**src/rtl/axil_arb_pkg.sv**
```systemverilog
// Shared definitions for the two-master AXI4-Lite arbiter.
//   - FSM state encodings for the write and read paths
//   - AXI OKAY response code
//   - width of a master index (two masters -> one bit)
package axil_arb_pkg;

  localparam int IDX_W = 1;

  localparam logic [1:0] RESP_OKAY = 2'b00;

  typedef enum logic [1:0] {
    W_IDLE = 2'd0,
    W_ADDR = 2'd1,
    W_RESP = 2'd2
  } w_state_t;

  typedef enum logic [1:0] {
    R_IDLE = 2'd0,
    R_ADDR = 2'd1,
    R_RESP = 2'd2
  } r_state_t;

endpackage

```
**src/rtl/axil_arbiter_2x1_rr_arb2.sv**
```systemverilog
// Two-way grant selection, purely combinational.
// Ports:
//   req         in   pending requests, bit i = master i
//   last        in   master granted last time (round-robin build only)
//   grant_valid out  at least one request is pending
//   grant_idx   out  master to grant this cycle
// Build option: AXIL_ARB_FIXED_PRIO_EN makes master 0 always win a tie and
// removes the last-grant input entirely.
module axil_rr_arb2
  import axil_arb_pkg::*;
(
  input  logic [1:0]       req,
`ifndef AXIL_ARB_FIXED_PRIO_EN
  input  logic [IDX_W-1:0] last,
`endif
  output logic             grant_valid,
  output logic [IDX_W-1:0] grant_idx
);

  always_comb begin
    grant_valid = |req;
`ifdef AXIL_ARB_FIXED_PRIO_EN
    grant_idx   = req[0] ? 1'b0 : 1'b1;
`else
    // On a tie the master that was not served last time wins.
    if (req[0] && req[1]) grant_idx = ~last;
    else                  grant_idx = req[0] ? 1'b0 : 1'b1;
`endif
  end

endmodule

```
**src/rtl/axil_arbiter_2x1.sv**
```systemverilog
// Two-master to one-slave AXI4-Lite arbiter. Read and write paths are
// arbitrated independently, each with one transaction in flight; payload
// comes from the granted master and responses go back to that master only.
// Ports (master-side buses packed, master 0 in the LSBs):
//   clk, rst_n                 clock, asynchronous active-low reset
//   s_axil_aw*/w*/b*           write channels from/to masters 0 and 1
//   s_axil_ar*/r*              read channels from/to masters 0 and 1
//   m_axil_aw*/w*/b*/ar*/r*    single AXI4-Lite port toward the slave
// Build option: AXIL_ARB_FIXED_PRIO_EN selects fixed priority (master 0
// wins) instead of round-robin; the last-grant registers then disappear.
module axil_arbiter_2x1
  import axil_arb_pkg::*;
#(
  parameter int DATA_WIDTH = 32,
  parameter int ADDR_WIDTH = 16,
  parameter int STRB_WIDTH = DATA_WIDTH/8
) (
  input  logic                    clk,
  input  logic                    rst_n,
  input  logic [2*ADDR_WIDTH-1:0] s_axil_awaddr,
  input  logic [5:0]              s_axil_awprot,
  input  logic [1:0]              s_axil_awvalid,
  output logic [1:0]              s_axil_awready,
  input  logic [2*DATA_WIDTH-1:0] s_axil_wdata,
  input  logic [2*STRB_WIDTH-1:0] s_axil_wstrb,
  input  logic [1:0]              s_axil_wvalid,
  output logic [1:0]              s_axil_wready,
  output logic [3:0]              s_axil_bresp,
  output logic [1:0]              s_axil_bvalid,
  input  logic [1:0]              s_axil_bready,
  input  logic [2*ADDR_WIDTH-1:0] s_axil_araddr,
  input  logic [5:0]              s_axil_arprot,
  input  logic [1:0]              s_axil_arvalid,
  output logic [1:0]              s_axil_arready,
  output logic [2*DATA_WIDTH-1:0] s_axil_rdata,
  output logic [3:0]              s_axil_rresp,
  output logic [1:0]              s_axil_rvalid,
  input  logic [1:0]              s_axil_rready,
  output logic [ADDR_WIDTH-1:0]   m_axil_awaddr,
  output logic [2:0]              m_axil_awprot,
  output logic                    m_axil_awvalid,
  input  logic                    m_axil_awready,
  output logic [DATA_WIDTH-1:0]   m_axil_wdata,
  output logic [STRB_WIDTH-1:0]   m_axil_wstrb,
  output logic                    m_axil_wvalid,
  input  logic                    m_axil_wready,
  input  logic [1:0]              m_axil_bresp,
  input  logic                    m_axil_bvalid,
  output logic                    m_axil_bready,
  output logic [ADDR_WIDTH-1:0]   m_axil_araddr,
  output logic [2:0]              m_axil_arprot,
  output logic                    m_axil_arvalid,
  input  logic                    m_axil_arready,
  input  logic [DATA_WIDTH-1:0]   m_axil_rdata,
  input  logic [1:0]              m_axil_rresp,
  input  logic                    m_axil_rvalid,
  output logic                    m_axil_rready
);

  w_state_t         w_state, w_next;
  r_state_t         r_state, r_next;
  logic [IDX_W-1:0] w_gnt, r_gnt;
  logic             aw_done, w_done;
  logic             w_gv, r_gv;
  logic [IDX_W-1:0] w_gi, r_gi;
  logic             aw_hs, w_hs, b_hs, ar_hs, r_hs;

  // The slave takes AW and W together, so a write needs both valids.
  logic [1:0] w_req;
  assign w_req = s_axil_awvalid & s_axil_wvalid;

`ifdef AXIL_ARB_FIXED_PRIO_EN
  axil_rr_arb2 u_w_arb (.req(w_req), .grant_valid(w_gv), .grant_idx(w_gi));
  axil_rr_arb2 u_r_arb (.req(s_axil_arvalid), .grant_valid(r_gv), .grant_idx(r_gi));
`else
  logic [IDX_W-1:0] last_w, last_r;
  axil_rr_arb2 u_w_arb (.req(w_req), .last(last_w), .grant_valid(w_gv), .grant_idx(w_gi));
  axil_rr_arb2 u_r_arb (.req(s_axil_arvalid), .last(last_r), .grant_valid(r_gv), .grant_idx(r_gi));

  // Reset value 1 lets master 0 win the first tie.
  always_ff @(posedge clk or negedge rst_n) begin
    if (!rst_n) begin
      last_w <= 1'b1;
      last_r <= 1'b1;
    end else begin
      if (b_hs) last_w <= w_gnt;
      if (r_hs) last_r <= r_gnt;
    end
  end
`endif

  // Granted-master payload, selected once and reused below.
  logic [ADDR_WIDTH-1:0] g_awaddr, g_araddr;
  logic [2:0]            g_awprot, g_arprot;
  logic [DATA_WIDTH-1:0] g_wdata;
  logic [STRB_WIDTH-1:0] g_wstrb;
  assign g_awaddr = w_gnt ? s_axil_awaddr[2*ADDR_WIDTH-1:ADDR_WIDTH] : s_axil_awaddr[ADDR_WIDTH-1:0];
  assign g_awprot = w_gnt ? s_axil_awprot[5:3] : s_axil_awprot[2:0];
  assign g_wdata  = w_gnt ? s_axil_wdata[2*DATA_WIDTH-1:DATA_WIDTH] : s_axil_wdata[DATA_WIDTH-1:0];
  assign g_wstrb  = w_gnt ? s_axil_wstrb[2*STRB_WIDTH-1:STRB_WIDTH] : s_axil_wstrb[STRB_WIDTH-1:0];
  assign g_araddr = r_gnt ? s_axil_araddr[2*ADDR_WIDTH-1:ADDR_WIDTH] : s_axil_araddr[ADDR_WIDTH-1:0];
  assign g_arprot = r_gnt ? s_axil_arprot[5:3] : s_axil_arprot[2:0];

  // Handshakes derived from state and inputs only, so the output logic
  // below has no combinational path back into itself.
  assign aw_hs = (w_state == W_ADDR) && !aw_done && s_axil_awvalid[w_gnt] && m_axil_awready;
  assign w_hs  = (w_state == W_ADDR) && !w_done  && s_axil_wvalid[w_gnt]  && m_axil_wready;
  assign b_hs  = (w_state == W_RESP) && m_axil_bvalid && s_axil_bready[w_gnt];
  assign ar_hs = (r_state == R_ADDR) && s_axil_arvalid[r_gnt] && m_axil_arready;
  assign r_hs  = (r_state == R_RESP) && m_axil_rvalid && s_axil_rready[r_gnt];

  always_ff @(posedge clk or negedge rst_n) begin
    if (!rst_n) begin
      w_state <= W_IDLE;
      r_state <= R_IDLE;
      w_gnt   <= '0;
      r_gnt   <= '0;
      aw_done <= 1'b0;
      w_done  <= 1'b0;
    end else begin
      w_state <= w_next;
      r_state <= r_next;
      if (w_state == W_IDLE && w_gv) begin
        w_gnt   <= w_gi;
        aw_done <= 1'b0;
        w_done  <= 1'b0;
      end else begin
        if (aw_hs) aw_done <= 1'b1;
        if (w_hs)  w_done  <= 1'b1;
      end
      if (r_state == R_IDLE && r_gv) r_gnt <= r_gi;
    end
  end

  // Write path: next state and channel routing.
  always_comb begin
    w_next         = w_state;
    m_axil_awaddr  = '0;
    m_axil_awprot  = '0;
    m_axil_awvalid = 1'b0;
    m_axil_wdata   = '0;
    m_axil_wstrb   = '0;
    m_axil_wvalid  = 1'b0;
    m_axil_bready  = 1'b0;
    s_axil_awready = '0;
    s_axil_wready  = '0;
    s_axil_bvalid  = '0;
    s_axil_bresp   = {RESP_OKAY, RESP_OKAY};
    case (w_state)
      W_IDLE: if (w_gv) w_next = W_ADDR;
      W_ADDR: begin
        m_axil_awaddr         = g_awaddr;
        m_axil_awprot         = g_awprot;
        m_axil_awvalid        = s_axil_awvalid[w_gnt] && !aw_done;
        m_axil_wdata          = g_wdata;
        m_axil_wstrb          = g_wstrb;
        m_axil_wvalid         = s_axil_wvalid[w_gnt] && !w_done;
        s_axil_awready[w_gnt] = m_axil_awready && !aw_done;
        s_axil_wready[w_gnt]  = m_axil_wready && !w_done;
        if ((aw_done || aw_hs) && (w_done || w_hs)) w_next = W_RESP;
      end
      W_RESP: begin
        s_axil_bvalid[w_gnt] = m_axil_bvalid;
        m_axil_bready        = s_axil_bready[w_gnt];
        if (w_gnt) s_axil_bresp[3:2] = m_axil_bresp;
        else       s_axil_bresp[1:0] = m_axil_bresp;
        if (b_hs) w_next = W_IDLE;
      end
      default: w_next = W_IDLE;
    endcase
  end

  // Read path: next state and channel routing.
  always_comb begin
    r_next         = r_state;
    m_axil_araddr  = '0;
    m_axil_arprot  = '0;
    m_axil_arvalid = 1'b0;
    m_axil_rready  = 1'b0;
    s_axil_arready = '0;
    s_axil_rvalid  = '0;
    s_axil_rdata   = '0;
    s_axil_rresp   = {RESP_OKAY, RESP_OKAY};
    case (r_state)
      R_IDLE: if (r_gv) r_next = R_ADDR;
      R_ADDR: begin
        m_axil_araddr         = g_araddr;
        m_axil_arprot         = g_arprot;
        m_axil_arvalid        = s_axil_arvalid[r_gnt];
        s_axil_arready[r_gnt] = m_axil_arready;
        if (ar_hs) r_next = R_RESP;
      end
      R_RESP: begin
        s_axil_rvalid[r_gnt] = m_axil_rvalid;
        m_axil_rready        = s_axil_rready[r_gnt];
        if (r_gnt) begin
          s_axil_rdata[2*DATA_WIDTH-1:DATA_WIDTH] = m_axil_rdata;
          s_axil_rresp[3:2]                       = m_axil_rresp;
        end else begin
          s_axil_rdata[DATA_WIDTH-1:0] = m_axil_rdata;
          s_axil_rresp[1:0]            = m_axil_rresp;
        end
        if (r_hs) r_next = R_IDLE;
      end
      default: r_next = R_IDLE;
    endcase
  end

endmodule

```
**config.mk**
```make
export PLATFORM = sky130hd
export DESIGN_NAME = axil_arbiter_2x1
export DESIGN_NICKNAME = d
export VERILOG_FILES = /design/src/rtl/axil_arb_pkg.sv /design/src/rtl/axil_arbiter_2x1_rr_arb2.sv /design/src/rtl/axil_arbiter_2x1.sv
export SDC_FILE = /design/constraint.sdc
export NUM_CORES = 1
export LEC_CHECK = 0
export ABC_AREA = 1
export BUFFER_PORTS_ARGS = -buffer_cell sky130_fd_sc_hd__buf_2
export CAP_MARGIN = 0
export CORE_AREA = 2 2 140 142
export DETAILED_ROUTE_END_ITERATION = 8
export DIE_AREA = 0 0 142 144
export PLACE_DENSITY_LB_ADDON = 0.2
export SYNTH_ARGS = -nofsm -noshare
export SYNTH_HDL_FRONTEND = slang
export SYNTH_SLANG_ARGS = --single-unit
```
**constraint.sdc**
```tcl
create_clock -name clk -period 2.35 [get_ports clk]
set_clock_uncertainty 0.15 [all_clocks]
set_input_delay 0.47 -clock clk [delete_from_list [all_inputs] [get_ports clk]]
set_output_delay 0.47 -clock clk [all_outputs]
set_load 0.01 [all_outputs]
```
==> results of run 1 <==
sequential cells by signal, summed over array words and instances (netlist names):
register	cells
w_state	2
r_state	2
w_gnt	1
last_r	1
aw_done	1
w_done	1
last_w	1
r_gnt	1
cell type report:
type / count / share of cell area, %
Timing Repair Buffer: 369 / 44.35
Inverter: 54 / 4.821
Sequential cell: 10 / 5.896
Clock buffer: 4 / 2.062
Multi-Input combinational cell: 368 / 35.96
Tap cell: 238 / 6.913
worst max-delay path, stage by stage, from the launching register on:
cell and delay (ns):
sky130_fd_sc_hd__dfrtp_1 0.41, sky130_fd_sc_hd__inv_2 0.17, sky130_fd_sc_hd__nand2_2 0.39, sky130_fd_sc_hd__nor2_1 0.21, sky130_fd_sc_hd__buf_2 0.15
layer usage:
metal / GRT usage, % / wire length, um / up-vias
li1: - / - / 2103
met1: 13.44 / 5406 / 1669
met2: 20.39 / 6859 / 158
met3: 1.358 / 693 / 22
met4: 2.579 / 235 / 0
met5: 0 / 0 / -
report_power, final:
group | switching (uW) | internal (uW) | leakage [uW]
registers | 69.0 | 267 | 0.000119
clock network | 82.2 | 256 | 0.0000442
logic | 2220 | 1250 | 0.00269
stage by stage:
stage	instance area (sq um)	instances	hold slack [ns]	power [uW]	utilization, %
after floorplan	2173	464	0.02441	2456	-
after global placement	4205	1038	0.2269	3865	22.04
after detailed placement	4205	1038	0.2278	3849	22.04
after CTS	4304	1043	0.2814	4208	22.56
after global routing	4308	1043	0.2862	4560	22.58
final	4308	1043	0.2890	4141	22.58
how the worst max path moves through the flow:
| stage | cells after the start | to | slack, ns | startpoint |
|---|---|---|---|---|
| 2_1_floorplan | 4 | m_axil_awvalid | 0.63 | w_state[1] |
| 3_3_place_gp | 5 | m_axil_wdata[23] | 0.36 | w_state[1] |
| 3_5_place_dp | 5 | m_axil_wdata[23] | 0.34 | w_state[1] |
| 4_1_cts | 5 | m_axil_wdata[23] | 0.09 | w_state[1] |
| 5_1_grt | 4 | s_axil_rdata[18] | 0.001 | r_gnt |
| 6_report | 4 | s_axil_rdata[22] | 0.16 | r_gnt |
synth_stat cells (all sizes together):
cell / instances / area share (%)
o21bai: 1 / 0.35
buf: 28 / 7.0
a21oi: 81 / 19
nand3: 3 / 0.69
dfrtp: 8 / 9.2
o32ai: 1 / 0.40
clkbuf: 4 / 0.69
o21ai: 5 / 1.2
nand4: 1 / 0.29
nor3: 8 / 2.1
inv: 54 / 9.6
a31oi: 1 / 0.29
nor2: 90 / 16
dfstp: 2 / 2.4
nor4: 2 / 0.58
nand2: 174 / 30
a21o: 1 / 0.35
kinds of logic after synthesis:
kind of cell / Yosys count / share of synthesized area [%]
flip-flops: 10 / 11.63
AND/OR/NAND/NOR: 278 / 49.80
AO/OA/AOI/OAI: 90 / 21.36
buffers and inverters: 86 / 17.21
what timing repair did:
| action | CTS | global route |
|---|---|---|
| resized for setup | 0 | 1 |
| setup endpoints to repair | 0 | 1 |
| hold buffers | 1 | 0 |
| hold endpoints to repair | 8 | 0 |
==> out/results.ini, run 1 <==
[yosys]
postSynthCellCount=464
yosys_warning_total=0
yosys_register_bits=10
distinct_cell_type_count_of_the_synthesized_netlist=26
sequential_element_share_of_the_synthesized_area_pct=11.63
postSynthNetCount=665
syn_area_per_cell_sq_um=4.684
post_synth_instance_area_sq_um=2173

[outcome]
outcome=completed

[setup_path]
worst_r2r_path_depth=7
setup.worst_path.class=reg -> out
crit_path_end_kind=output port
worst-path-max-fanout=35
ff2ff_setup_slack_ns=0.77
wp_data_arrival_ns=1.57
cp-start-kind=flop
timing.critical_path.required_ns=1.73
timing.rr.end=w_state[0]
rr_startpoint=w_gnt

[timing]
finalMaxSlewViolations=0
max_freq_ghz=0.4562
layout_worst_path_cycle_share_pct=93.29
layout_setup_ws_ns=0.1578
grt_setup_unrepaired=false
final_period_minus_worst_setup_slack_ns=2.192
timing_hold_violations_final=0
worst_slew_margin_rel_pct=57.96
setup_viol=0
worst-slew-pin-transition_ns=0.6284
fin_tns_setup_ns=0

[grt]
vias_in_the_first_global_route=3420
grt_start_max_net_pins=63
grtUsageTotal_pct=10.97
grt_first_pass_wirelength_um=18100
grt_antenna_before_repair=0
globalRouteOverflowTotal=0

[place]
dpl.hpwl_um=10950
place.gp.congestion=0.7896
placement.io_buffers=361
dp_worst_setup_slack_ns=0.3350

[routing]
drt-initial-drc-count=156
wl_per_cell_um=12.65
drt.antenna.violating_nets=0
routed_wirelength_um=13200
detail_route.vias_per_cell=3.789
drcViolationCount=0
route.vias.total=3952
drt-pass1-iter-count=4

[clock_tree]
cts_setup_buffers=0
cts_inserted_buffers=3
cts_tree=built
clk_root_buffer_cell=sky130_fd_sc_hd__clkbuf_16
h-tree-depth=1
tritoncts_num_sinks=10
clkLatencyLatePin_ns=0.24
max-clock-path-buffers=2
cts.reportedPaths.clkPinSlew_ns=0.04

[finish]
layout.cells.most_common=sky130_fd_sc_hd__buf_2
share_of_cells_above_drive_strength_1_pct=47.95
net_count_final=1007
area_of_combinational_cells_with_multiple_inputs_sq_um=1549
antenna_cells_inserted=0
area_growth_pct=98.22
filler_cell_count=2290
register_area_sq_um=254.0
layout.cells.most_common_list=sky130_fd_sc_hd__buf_2, sky130_fd_sc_hd__nand2_1, sky130_fd_sc_hd__nor2_1

[floorplanning]
floorplan.initialDensity_pct=11.39
die_h_um=144
die_width_um=142
floorplan.io_pins=362
rows=51
design.die.area_sq_um=20450
area_of_the_core_region_sq_um=19080

[hold_path]
hold_path_class=in -> reg
whs_endpoint=last_w
whs_path_depth=2
timing.hold.worst.start=m_axil_bvalid

[power_and_ir_drop]
power.ir.vdd_worst_mv=0.4291
p_leak_uw=0.002850
powerDensity_nw_per_um2=961.2

[flow_run]
max_cap_viol_count=0

(Power assumes the default switching activity.)
==> run 2, diff against run 1 <==
Settings changed: PLACE_DENSITY set to 0.43, PLACE_DENSITY_LB_ADDON 0.2 to unset.
==> out/results.ini, run 2 (same netlist as run 1, synthesis figures left out) <==
[outcome]
outcome=completed

[finish]
area_of_combinational_cells_with_multiple_inputs_sq_um=1549
area_growth_pct=98.73
layout.cells.most_common=sky130_fd_sc_hd__buf_2
register_area_sq_um=254.0
share_of_cells_above_drive_strength_1_pct=48.08
post-route-util_pct=22.64
largest_registers_ranked_by_flip_flop_count=r_state: 2 flops, w_state: 2 flops
antenna_cells_inserted=0
finalInstanceArea_sq_um=4319
layout.cells.most_common_list=sky130_fd_sc_hd__buf_2, sky130_fd_sc_hd__nand2_1, sky130_fd_sc_hd__nor2_1
net_count_final=1009
filler_cell_count=2262

[grt]
global_route_met1_utilization_pct=14.80
grt_use_met3_pct=1.093
vias_in_the_first_global_route=3470
groute.layer.met2.usage_pct=20.16
globalRoute.busiestLayer=met2
globalRouteOverflowTotal=0
grt_start_max_net_pins=63
grtUsageTotal_pct=11.12
grt_first_pass_wirelength_um=18400
grt_antenna_before_repair=0

[place]
dpl.hpwl_um=11050
placement.io_buffers=361
place.gp.congestion=0.8407
detailed_place.area_sq_um=4220

[setup_path]
worst_r2r_path_depth=7
setup.worst_path.class=reg -> out
timing.rr.end=w_state[0]
ff2ff_setup_slack_ns=0.79
crit_path_end_kind=output port
worst-path-max-fanout=34
timing.critical_path.required_ns=1.73
cp-start-kind=flop
rr_startpoint=w_gnt
wp_data_arrival_ns=1.55

[timing]
worst-slew-pin-transition_ns=0.4016
finalMaxSlewViolations=0
grt_setup_unrepaired=false
layout_worst_path_cycle_share_pct=92.54
timing_hold_violations_final=0
final_period_minus_worst_setup_slack_ns=2.175
setup_viol=0
max_freq_ghz=0.4598
fin_tns_setup_ns=0
timing.hold.ws_ns=0.2953
worst_slew_margin_rel_pct=73.19

[flow_run]
max_cap_viol_count=0

[routing]
routed_wirelength_um=13260
wl_per_cell_um=12.69
drcViolationCount=0
drt-pass1-iter-count=4
drt.antenna.violating_nets=0
route.vias.total=3998
drt-initial-drc-count=179
detail_route.vias_per_cell=3.826

[power_and_ir_drop]
total_power_uw=4178
p_leak_uw=0.002856
powerDensity_nw_per_um2=967.3
power.ir.vdd_worst_mv=0.4760

[floorplanning]
rows=51
floorplan.initialDensity_pct=11.39
area_of_the_core_region_sq_um=19080
design.die.area_sq_um=20450
die_h_um=144
die_width_um=142
floorplan.io_pins=362

[clock_tree]
tritoncts_num_sinks=10
clk_root_buffer_cell=sky130_fd_sc_hd__clkbuf_16
cts_tree=built
cts_setup_buffers=0
cts.reportedPaths.clkPinSlew_ns=0.04
clkLatencyLatePin_ns=0.24
cts_inserted_buffers=3
max-clock-path-buffers=2
h-tree-depth=1

[hold_path]
whs_path_depth=2
hold_path_class=in -> reg
whs_endpoint=last_w
timing.hold.worst.start=m_axil_bvalid

run 2: stage by stage:
| step | setup slack (ns) | cells |
|---|---|---|
| after floorplan | 0.6321 | 464 |
| after global placement | 0.4320 | 1040 |
| after detailed placement | 0.4432 | 1040 |
| after CTS | 0.1827 | 1045 |
| after global routing | 0.06706 | 1045 |
| final | 0.1753 | 1045 |
run 2: routing by layer:
metal | share of wire (%) | wire (um)
met4 | 0.45 | 59
met5 | 0 | 0
met1 | 44 | 5832
met2 | 51 | 6785
met3 | 4.4 | 581
run 2: report_power, final:
group | internal [uW] | switching, uW | leakage [uW]
registers | 267 | 65.9 | 0.000119
logic | 1270 | 2230 | 0.00269
clock network | 257 | 85.7 | 0.0000442
total | 1790 | 2380 | 0.00286
run 2: cell type report:
class                      instances  area share [%]
timing repair buffer             371           44.50
inverter                          54           4.809
clock buffer                       4           2.057
sequential                        10           5.881
multi-input combinational        368           35.86
tap                              238           6.895
run 2: worst max path at each step:
stage / from / endpoint / slack, ns / cells after the start
floorplan: w_state[1] / m_axil_awvalid / 0.63 / 4
global placement: w_gnt / m_axil_wvalid / 0.43 / 4
detailed placement: w_gnt / m_axil_awaddr[6] / 0.44 / 5
CTS: w_gnt / m_axil_wdata[8] / 0.18 / 5
global route: r_state[0] / m_axil_araddr[2] / 0.07 / 5
finish: w_gnt / m_axil_wdata[8] / 0.18 / 5
run 2: critical path: stages, from the launching register on:
cell,delay [ns]
sky130_fd_sc_hd__dfrtp_2,0.44
sky130_fd_sc_hd__inv_6,0.25
sky130_fd_sc_hd__buf_4,0.24
sky130_fd_sc_hd__nand2_1,0.07
sky130_fd_sc_hd__a21oi_1,0.16
sky130_fd_sc_hd__buf_2,0.16
run 2: repair_timing:
item | in CTS | in global routing
gates resized for setup | 0 | 0
hold endpoints to repair | 8 | 0
hold buffers | 1 | 0
